`src/rtl/hazard_ctrl_unit_pkg.sv`:
```
// Shared encodings and defaults for the RV32 pipeline hazard unit.
package riscv_pkg;

   localparam int unsigned REG_ADDR_W_DFLT = 5;
   localparam int unsigned MC_CNT_W        = 4;

   localparam logic [1:0] FWD_REG = 2'b00;
   localparam logic [1:0] FWD_WB  = 2'b01;
   localparam logic [1:0] FWD_MEM = 2'b10;

   typedef enum logic {
      MC_IDLE = 1'b0,
      MC_BUSY = 1'b1
   } mc_state_t;

endpackage

```
`src/rtl/hazard_ctrl_unit_if.sv`:
```
// Pipeline <-> hazard unit signal bundle; the pipeline is the master.
interface hazard_ctrl_unit_if #(
   parameter int unsigned REG_ADDR_W = 5,
   parameter int unsigned CNT_W      = 32
);
   logic                  reg_write_m;
   logic                  reg_write_w;
   logic [REG_ADDR_W-1:0] rd_e;
   logic [REG_ADDR_W-1:0] rd_m;
   logic [REG_ADDR_W-1:0] rd_w;
   logic [REG_ADDR_W-1:0] rs1_d;
   logic [REG_ADDR_W-1:0] rs2_d;
   logic [REG_ADDR_W-1:0] rs1_e;
   logic [REG_ADDR_W-1:0] rs2_e;
   logic                  load_e;
   logic                  pc_src_e;
   logic                  mul_start_e;

   logic [1:0]            forward_a_e;
   logic [1:0]            forward_b_e;
   logic                  stall_f;
   logic                  stall_d;
   logic                  stall_e;
   logic                  flush_d;
   logic                  flush_e;
   logic                  flush_m;
   logic                  mc_busy;
   logic [CNT_W-1:0]      stall_cnt;

   modport master (
      output reg_write_m, reg_write_w, rd_e, rd_m, rd_w, rs1_d, rs2_d,
             rs1_e, rs2_e, load_e, pc_src_e, mul_start_e,
      input  forward_a_e, forward_b_e, stall_f, stall_d, stall_e,
             flush_d, flush_e, flush_m, mc_busy, stall_cnt
   );

   modport slave (
      input  reg_write_m, reg_write_w, rd_e, rd_m, rd_w, rs1_d, rs2_d,
             rs1_e, rs2_e, load_e, pc_src_e, mul_start_e,
      output forward_a_e, forward_b_e, stall_f, stall_d, stall_e,
             flush_d, flush_e, flush_m, mc_busy, stall_cnt
   );

endinterface

```
`src/rtl/hazard_ctrl_unit_mc_interlock.sv`:
```
// Multi-cycle execute-op interlock: holds the op in E for MC_LAT cycles.
module mc_interlock
   import riscv_pkg::*;
#(
   parameter int unsigned MC_LAT = 4
) (
   input  logic clk,
   input  logic rst,
   input  logic mul_start,
   input  logic pc_src,
   output logic mc_stall,
   output logic mc_busy
);

   localparam logic [MC_CNT_W-1:0] CNT_INIT = MC_CNT_W'(MC_LAT - 2);

   mc_state_t           state;
   logic [MC_CNT_W-1:0] cnt;

   // A taken branch kills the op in E, so it never starts the interlock.
   always_ff @(posedge clk or negedge rst) begin
      if (!rst) begin
         state <= MC_IDLE;
         cnt   <= '0;
      end else begin
         case (state)
            MC_IDLE: begin
               if (mul_start && !pc_src) begin
                  state <= MC_BUSY;
                  cnt   <= CNT_INIT;
               end
            end
            MC_BUSY: begin
               if (cnt == '0) begin
                  state <= MC_IDLE;
               end else begin
                  cnt <= cnt - MC_CNT_W'(1);
               end
            end
            default: begin
               state <= MC_IDLE;
               cnt   <= '0;
            end
         endcase
      end
   end

   always_comb begin
      mc_stall = 1'b0;
      if (rst) begin
         if (state == MC_IDLE) begin
            mc_stall = mul_start && !pc_src;
         end else begin
            mc_stall = (cnt != '0);
         end
      end
   end

   assign mc_busy = (state == MC_BUSY);

endmodule

```
`src/rtl/hazard_ctrl_unit.sv`:
```
// Hazard unit for the 5-stage RV32 pipeline: forwarding, load-use and
// multi-cycle stalls, branch flushes and a saturating stall counter.
module hazard_ctrl_unit
   import riscv_pkg::*;
#(
   parameter int unsigned REG_ADDR_W = REG_ADDR_W_DFLT,
   parameter int unsigned MC_LAT     = 4,
   parameter int unsigned CNT_W      = 32
) (
   input  logic               clk,
   input  logic               rst,
   hazard_ctrl_unit_if.slave  bus
);

   logic             lw_stall;
   logic             mc_stall;
   logic             mc_busy;
   logic             stall;
   logic [CNT_W-1:0] stall_cnt_q;

   // M-stage result is younger than W-stage, so it wins.
   function automatic logic [1:0] fwd_sel(
      input logic                  we_m,
      input logic [REG_ADDR_W-1:0] rd_m,
      input logic                  we_w,
      input logic [REG_ADDR_W-1:0] rd_w,
      input logic [REG_ADDR_W-1:0] rs
   );
      logic [1:0] sel;
      sel = FWD_REG;
      if (we_m && (rd_m != '0) && (rd_m == rs)) begin
         sel = FWD_MEM;
      end else if (we_w && (rd_w != '0) && (rd_w == rs)) begin
         sel = FWD_WB;
      end
      return sel;
   endfunction

   mc_interlock #(
      .MC_LAT (MC_LAT)
   ) u_mc_interlock (
      .clk       (clk),
      .rst       (rst),
      .mul_start (bus.mul_start_e),
      .pc_src    (bus.pc_src_e),
      .mc_stall  (mc_stall),
      .mc_busy   (mc_busy)
   );

   always_comb begin
      bus.forward_a_e = FWD_REG;
      bus.forward_b_e = FWD_REG;
      if (rst) begin
         bus.forward_a_e = fwd_sel(bus.reg_write_m, bus.rd_m, bus.reg_write_w, bus.rd_w, bus.rs1_e);
         bus.forward_b_e = fwd_sel(bus.reg_write_m, bus.rd_m, bus.reg_write_w, bus.rd_w, bus.rs2_e);
      end
   end

   always_comb begin
      lw_stall = rst && bus.load_e && (bus.rd_e != '0) &&
                 ((bus.rd_e == bus.rs1_d) || (bus.rd_e == bus.rs2_d));
      stall    = lw_stall || mc_stall;
   end

   // A pending multi-cycle op already holds ID/EX, so no load-use bubble then.
   always_comb begin
      bus.stall_f = stall;
      bus.stall_d = stall;
      bus.stall_e = mc_stall;
      bus.flush_d = rst && bus.pc_src_e;
      bus.flush_e = (rst && bus.pc_src_e) || (lw_stall && !mc_stall);
      bus.flush_m = mc_stall;
      bus.mc_busy = mc_busy;
   end

   always_ff @(posedge clk or negedge rst) begin
      if (!rst) begin
         stall_cnt_q <= '0;
      end else if (stall && (stall_cnt_q != '1)) begin
         stall_cnt_q <= stall_cnt_q + CNT_W'(1);
      end
   end

   assign bus.stall_cnt = stall_cnt_q;

endmodule

```
`src/flat_wrapper.sv`:
```
// flat-port wrapper written by rule: the top's interface ports become plain ports
module hazard_ctrl_unit_flat import riscv_pkg::*;
#(
   parameter int unsigned REG_ADDR_W = REG_ADDR_W_DFLT,
   parameter int unsigned MC_LAT     = 4,
   parameter int unsigned CNT_W      = 32
)
  (clk, rst, bus_reg_write_m, bus_reg_write_w, bus_rd_e, bus_rd_m, bus_rd_w, bus_rs1_d, bus_rs2_d, bus_rs1_e, bus_rs2_e, bus_load_e, bus_pc_src_e, bus_mul_start_e, bus_forward_a_e, bus_forward_b_e, bus_stall_f, bus_stall_d, bus_stall_e, bus_flush_d, bus_flush_e, bus_flush_m, bus_mc_busy, bus_stall_cnt);
  hazard_ctrl_unit_if #(.REG_ADDR_W(REG_ADDR_W), .CNT_W(CNT_W)) bus_i ();
  input  logic clk;
  input  logic rst;
  input wire logic [$bits(bus_i.reg_write_m)-1:0] bus_reg_write_m;
  input wire logic [$bits(bus_i.reg_write_w)-1:0] bus_reg_write_w;
  input wire logic [$bits(bus_i.rd_e)-1:0] bus_rd_e;
  input wire logic [$bits(bus_i.rd_m)-1:0] bus_rd_m;
  input wire logic [$bits(bus_i.rd_w)-1:0] bus_rd_w;
  input wire logic [$bits(bus_i.rs1_d)-1:0] bus_rs1_d;
  input wire logic [$bits(bus_i.rs2_d)-1:0] bus_rs2_d;
  input wire logic [$bits(bus_i.rs1_e)-1:0] bus_rs1_e;
  input wire logic [$bits(bus_i.rs2_e)-1:0] bus_rs2_e;
  input wire logic [$bits(bus_i.load_e)-1:0] bus_load_e;
  input wire logic [$bits(bus_i.pc_src_e)-1:0] bus_pc_src_e;
  input wire logic [$bits(bus_i.mul_start_e)-1:0] bus_mul_start_e;
  output wire logic [$bits(bus_i.forward_a_e)-1:0] bus_forward_a_e;
  output wire logic [$bits(bus_i.forward_b_e)-1:0] bus_forward_b_e;
  output wire logic [$bits(bus_i.stall_f)-1:0] bus_stall_f;
  output wire logic [$bits(bus_i.stall_d)-1:0] bus_stall_d;
  output wire logic [$bits(bus_i.stall_e)-1:0] bus_stall_e;
  output wire logic [$bits(bus_i.flush_d)-1:0] bus_flush_d;
  output wire logic [$bits(bus_i.flush_e)-1:0] bus_flush_e;
  output wire logic [$bits(bus_i.flush_m)-1:0] bus_flush_m;
  output wire logic [$bits(bus_i.mc_busy)-1:0] bus_mc_busy;
  output wire logic [$bits(bus_i.stall_cnt)-1:0] bus_stall_cnt;
  assign bus_i.reg_write_m = bus_reg_write_m;
  assign bus_i.reg_write_w = bus_reg_write_w;
  assign bus_i.rd_e = bus_rd_e;
  assign bus_i.rd_m = bus_rd_m;
  assign bus_i.rd_w = bus_rd_w;
  assign bus_i.rs1_d = bus_rs1_d;
  assign bus_i.rs2_d = bus_rs2_d;
  assign bus_i.rs1_e = bus_rs1_e;
  assign bus_i.rs2_e = bus_rs2_e;
  assign bus_i.load_e = bus_load_e;
  assign bus_i.pc_src_e = bus_pc_src_e;
  assign bus_i.mul_start_e = bus_mul_start_e;
  assign bus_forward_a_e = bus_i.forward_a_e;
  assign bus_forward_b_e = bus_i.forward_b_e;
  assign bus_stall_f = bus_i.stall_f;
  assign bus_stall_d = bus_i.stall_d;
  assign bus_stall_e = bus_i.stall_e;
  assign bus_flush_d = bus_i.flush_d;
  assign bus_flush_e = bus_i.flush_e;
  assign bus_flush_m = bus_i.flush_m;
  assign bus_mc_busy = bus_i.mc_busy;
  assign bus_stall_cnt = bus_i.stall_cnt;
  hazard_ctrl_unit #(.REG_ADDR_W(REG_ADDR_W), .MC_LAT(MC_LAT), .CNT_W(CNT_W)) u_core (.clk(clk), .rst(rst), .bus(bus_i));
endmodule
```
`config.mk`:
```
export PLATFORM = sky130hd
export DESIGN_NAME = hazard_ctrl_unit_flat
export DESIGN_NICKNAME = d
export VERILOG_FILES = /design/src/rtl/hazard_ctrl_unit_pkg.sv /design/src/rtl/hazard_ctrl_unit_if.sv /design/src/rtl/hazard_ctrl_unit_mc_interlock.sv /design/src/rtl/hazard_ctrl_unit.sv /design/src/flat_wrapper.sv
export SDC_FILE = /design/constraint.sdc
export NUM_CORES = 1
export LEC_CHECK = 0
export BUFFER_PORTS_ARGS = -buffer_cell sky130_fd_sc_hd__buf_2
export CORE_MARGIN = 2
export CORE_UTILIZATION = 40
export CTS_CLUSTER_DIAMETER = 150
export DETAILED_ROUTE_END_ITERATION = 10
export PLACE_DENSITY = 0.79
export SYNTH_ARGS = -nofsm -noshare
export SYNTH_HDL_FRONTEND = slang
export SYNTH_SLANG_ARGS = --single-unit
```
`constraint.sdc`:
```
create_clock -name clk -period 2.5 [get_ports clk]
set_input_delay 0.25 -clock clk [delete_from_list [all_inputs] [get_ports clk]]
set_output_delay 0.25 -clock clk [all_outputs]
set_load 0.05 [all_outputs]
```
# Word level (Yosys, flattened, before mapping)
# Cells that the tools add are included.
# Widths: inputs -> output; s select.
# classes
addsub	2
n_eq_ne	9
n_mux	14
bitwise	1
reduce_logical	24
# ops
op	n
$add 32x1->32 const B	1
$ne 32x32->1 const B	1
$eq 5x5->1	6
$reduce_bool 5->1	3
$logic_and 1x1->1	13
$mux 2	4
$mux 4	2
$pmux 4 s2	1
$mux 1	6
$logic_not 4->1	1
$reduce_bool 4->1	1
$sub 4x1->4 const B	1
$logic_or 1x1->1	3
$logic_not 1->1	2
$ne 2x1->1 const B	1
$ne 2x2->1 const B	1
$pmux 1 s2	1
$reduce_and 2->1	1
$not 1->1	1
# totals
reg_bits	37
inputBits	42
out_inout_bits	43
wordCells	53

# Depth between registers and ports, before layout
# logic_depth
ltp_word	7
mapped_depth	9
ltp_nobuf	8

# Cells and area by module
# Synthesis repeated with hierarchy kept, for this count alone.
# unflattened
hier_cells	227
hier_area_um2	2283.4
# by_module_without_submodules
mod	instances	cells_each	area_per_inst_um2	seq_area_each_um2
hazard_ctrl_unit	1	199	1984.4	800.8
mc_interlock	1	28	299.0	125.1

# Worst setup path after synthesis
# OpenSTA, ideal clock, no wires.
# synth_path
kind	input port to output port
from	in bus_rd_m[0]
to	out bus_forward_a_e[0]
arrival_ns	2.601
required_ns	2.250
setup_slack_ns	-0.351
cell_stages	4
path_buffers	0
path_cell_list	or4_1 o21ai_0 nor4_1 nor4_1
# synth_between
elab_chain_cells	5
elab_cells_between_ends	6
classes_between	eq/ne: 1; mux: 2; reduce/logical: 3
# synth_lines
item	line	rtl
from (decl)	flat_wrapper.sv:15	input wire logic [$bits(bus_i.rd_m)-1:0] bus_rd_m;
$reduce_bool 5->1	hazard_ctrl_unit.sv:31	if (we_m && (rd_m != '0) && (rd_m == rs)) begin
$logic_and 1x1->1	hazard_ctrl_unit.sv:31	
$logic_and 1x1->1 *	hazard_ctrl_unit.sv:31	
$mux 2 *	hazard_ctrl_unit.sv:31	
$mux 2 *	hazard_ctrl_unit.sv:53	if (rst) begin
to (decl)	flat_wrapper.sv:24	output wire logic [$bits(bus_i.forward_a_e)-1:0] bus_forward_a_e;
# Every way passes the cells marked *; elsewhere a longest branch is shown, timed or not.

# Final worst setup path
# layout_path
from	reg u_core.u_mc_interlock.cnt[1]
to	out bus_stall_f
# layout_between
elab_chain_cells	4
# layout_lines
item	line	rtl
from (decl)	hazard_ctrl_unit_mc_interlock.sv:18	logic [MC_CNT_W-1:0] cnt;
from (signal assigned)	hazard_ctrl_unit_mc_interlock.sv:37	cnt <= cnt - MC_CNT_W'(1);
$reduce_bool 4->1	hazard_ctrl_unit_mc_interlock.sv:54	mc_stall = (cnt != '0);
$mux 1	hazard_ctrl_unit_mc_interlock.sv:51	if (state == MC_IDLE) begin
$mux 1	hazard_ctrl_unit_mc_interlock.sv:50	if (rst) begin
$logic_or 1x1->1	hazard_ctrl_unit.sv:62	stall = lw_stall || mc_stall;
to (decl)	flat_wrapper.sv:26	output wire logic [$bits(bus_i.stall_f)-1:0] bus_stall_f;
# Every way passes these cells.

==> summary.md <==
| Metric | Value |
|---|---|
| Pin count of the biggest net entering global routing | 31 |
| Critical Path AT | 2.18 ns |
| Slew headroom | 66.81% |
| Clk pwr share | a little under a fifth |
| Cell area after synthesis | between 2000 and 2500 sq um |
| I/O pins | 85 |
| Post-synthesis register bit count | 37 |
| Netlist cell types | 38 |
| Final setup fails | 0 |
| Total of max-cap violations | 0 |
| Design Area, Final | a little under 3000 sq um |
| Max Slew Vio Count | 0 |
| CP required | approximately 2.3 ns |
| DR vias | approximately 2000 |
| Sequential share of power | ~38% |
| Clk buf depth | 2 |
| Layout area overhead | 27.39% |
| Internal | roughly 0.0013 W |
| Max frequency | between 400 and 500 MHz |
| Crit. Startpoint | u_core.u_mc_interlock.cnt[1]$_DFFE_PN0P_ |
| Unrepaired setup endpoints after global routing | true |
| Vias per cell | ~5.1 |
| DRT iter0 DRCs | 75 |
| LEAKAGE | 1.452 nW |
| Core region area | 5540 sq um |
| Sequential fraction of the synthesis area | between 40% and 50% |
| Crit Path Class | reg -> out |
| Post-synth net total | 280 |
| Period minus WS final | 2.433 ns |
| Port bufs | between 80 and 90 |
| CTS tree | done |
| R2r setup slk | ~0.18 ns |
| Die area | ~6400 sq um |
| ANT nets after route | 0 |
| Hold depth | 3 |
| H-tree depth | 2 |
| CP startpoint kind | register |
| Max VDD drop | around 460 uV |
| Combinational Power Share | approximately 44% |
| Drt pass-1 iters | 4 |
| Final Hold Viols | 0 |
| CTS Sinks | 37 |
| CTS buffer count | 5 |
| Drt wl/cell | 13.86 microns |
| First-pass GRT wire length | 8901 microns |
| Clock Skew | 0.003272 ns |
| R2r endpoint | u_core.bus.stall_cnt[7]$_DFFE_PN0P_ |
| Pwr Total | approximately 0.0023 W |
| Final core utilization | ~53% |
| Total grt overflow | 0 |
| NetSw | between 0.001 and 0.0015 W |
| Vias in the first global route | a little under 2000 |
| Synth Instances | between 200 and 250 |
| DRC viols | 0 |
| Crit path max fanout | 6 |
| # rows | 27 |
| Inserted Diodes | 0 |
| Placement Cell Area | around 2800 sq um |
| Gpl congestion | approximately 0.89 |
| Power Density | roughly 770 nW/um^2 |
| Worst Max-Slew Pin Slew | approximately 0.5 ns |
| Synth warnings | 0 |
| Sw Ratio | between 40% and 50% |
| CTS root buffer | clkbuf_8 |
| Worst r2r src | u_core.u_mc_interlock.cnt[1]$_DFFE_PN0P_ |
| Post-synth top flop | dfrtp_1 |
| Asr flop ratio synth | 100.0% |
| Worst Hold End | u_core.u_mc_interlock.cnt[2]$_DFFE_PN0P_ |
| Starting density of the core | 41.64% |
| Share of cells above drive strength 1 | 33.33% |
| Clock-pin slew on the worst setup and hold paths | ~0.060 ns |
| Initial antenna violation count | 0 |
| Worst setup EP type | output pin |
| Die span in x | between 70 and 80 microns |
| Status | finished clean |
| HP Start | bus_pc_src_e |
| Fin nets | 369 |
| Final WL | about 5500 microns |
| Period utilization | 97.32% |
| Global router's overall resource usage | 17.53% |
| Hpwl dp | ~4300 microns |
| Syn avg cell area | 9.818 sq um |
| Die height | around 80 microns |
| EDFF count, synth | 0 |
| Worst r2r path cells | 10 |
| Latest clock arrival within the worst-skew pair | approximately 0.28 ns |
| Hold crit path type | in -> reg |
==> metrics by stage <==
step / setup WS (ns) / instances / setup TNS [ns] / hold WS, ns
after floorplan: 0.01804 / 235 / 0 / -0.04559
after global placement: 0.2618 / 387 / 0 / 0.2858
after detailed placement: 0.2028 / 387 / 0 / 0.2889
after CTS: 0.01467 / 396 / 0 / 0.2233
after global routing: -0.01637 / 396 / -0.02919 / 0.2642
final: 0.06700 / 396 / 0 / 0.2354
==> power by group through the flow <==
stage                     logic [W]  registers (W)  clock network (W)
after floorplan            0.000484        0.00112                  0
after global placement     0.000973       0.000853                  0
after detailed placement   0.000986       0.000861                  0
after CTS                  0.000999       0.000850           0.000426
after global routing        0.00109       0.000872           0.000440
final                       0.00101       0.000851           0.000412
==> cells in the final DEF, fill, tap and decap left out, types with 2 or more instances in the layout <==
cell	Yosys	routed
nor2_1	9	9
nand3_1	21	21
buf_2	1	82
nor4_1	12	11
buf_4	6	5
nor3b_1	3	3
dfrtp_1	37	37
nand2_1	13	13
and3_1	2	2
buf_12	0	2
clkbuf_8	0	6
nand4_1	7	7
and2_1	3	3
or3_1	2	2
ha_1	3	3
nor3_1	20	20
xor2_1	42	42
inv_1	6	4
o21ai_0	2	2
or4_1	3	3
xnor2_1	21	21
or2_1	2	2
nor4_2	2	3
o22ai_1	2	2
==> cell families after synthesis <==
family                   after synthesis  share of synthesized area (%)
adder cells (fa/ha/maj)                3                          1.627
XOR/XNOR                              63                          23.92
flip-flops                            37                          40.13
AO/OA/AOI/OAI                         10                          3.417
AND/OR/NAND/NOR                      107                          26.63
buffers and inverters                 14                          3.633
multiplexers                           1                         0.6506
==> per-layer routing <==
layer  vias to the layer above  share of wire [%]  GRT usage (%)
li1                       1005                  -              -
met1                       939                 45          23.10
met2                        64                 47          28.75
met3                         8                5.8          3.394
met4                         0                1.7          5.932
met5                         -                  0              0
==> final cells by class <==
cell class,instances,area [sq um]
Timing Repair Buffer,90,498.0
Tap cell,72,90.09
Fill cell,511,2601
Inverter,6,26.28
Multi-Input combinational cell,184,1313
Clock buffer,7,86.33
Sequential cell,37,925.9
==> cell usage after synthesis, drive strengths merged, types with 3 or more instances <==
| cell | instances | area share, % |
|---|---|---|
| nand3 | 21 | 4.6 |
| dfrtp | 37 | 40 |
| nor2 | 10 | 1.7 |
| nand2 | 13 | 2.1 |
| xor2 | 42 | 16 |
| or4 | 3 | 0.98 |
| buf | 8 | 2.7 |
| inv | 6 | 0.98 |
| nor4 | 14 | 4.3 |
| ha | 3 | 1.6 |
| nor3 | 20 | 4.3 |
| and2 | 4 | 1.2 |
| xnor2 | 21 | 8.0 |
| nor3b | 3 | 0.98 |
| nand4 | 8 | 2.8 |
==> flip-flops by register name, indices dropped and copies added (netlist names) <==
signal / count
u_core.bus.stall_cnt: 32
u_core.u_mc_interlock.cnt: 4
u_core.u_mc_interlock.mc_busy: 1
==> worst max-delay path, cell delays in order (launching register included) <==
cell and delay (ns):
dfrtp_1 0.40, inv_1 0.09, ha_1 0.15, or3b_4 0.41, a21o_4 0.25, and2_4 0.16, a21oi_4 0.15, clkinvlp_4 0.11
buf_4 0.19
==> repair_timing <==
action / 4_1_cts / 5_1_grt
gates resized for setup: 0 / 5
gates cloned: 0 / 0
hold endpoints to repair: 10 / 0
endpoints found under the setup margin: 2 / 2
setup buffers: 1 / 0
hold buffers: 1 / 0
==> how the worst max path moves through the flow <==
stage                     slack, ns          end  cells after the start
after global routing          -0.02  bus_stall_d                      8
after global placement         0.26  bus_stall_d                      8
final                          0.07  bus_stall_f                      8
after floorplan                0.02  bus_stall_f                      9
after CTS                      0.01  bus_stall_f                      8
after detailed placement       0.20  bus_stall_f                      8
Power figures use the tool's default switching activity.
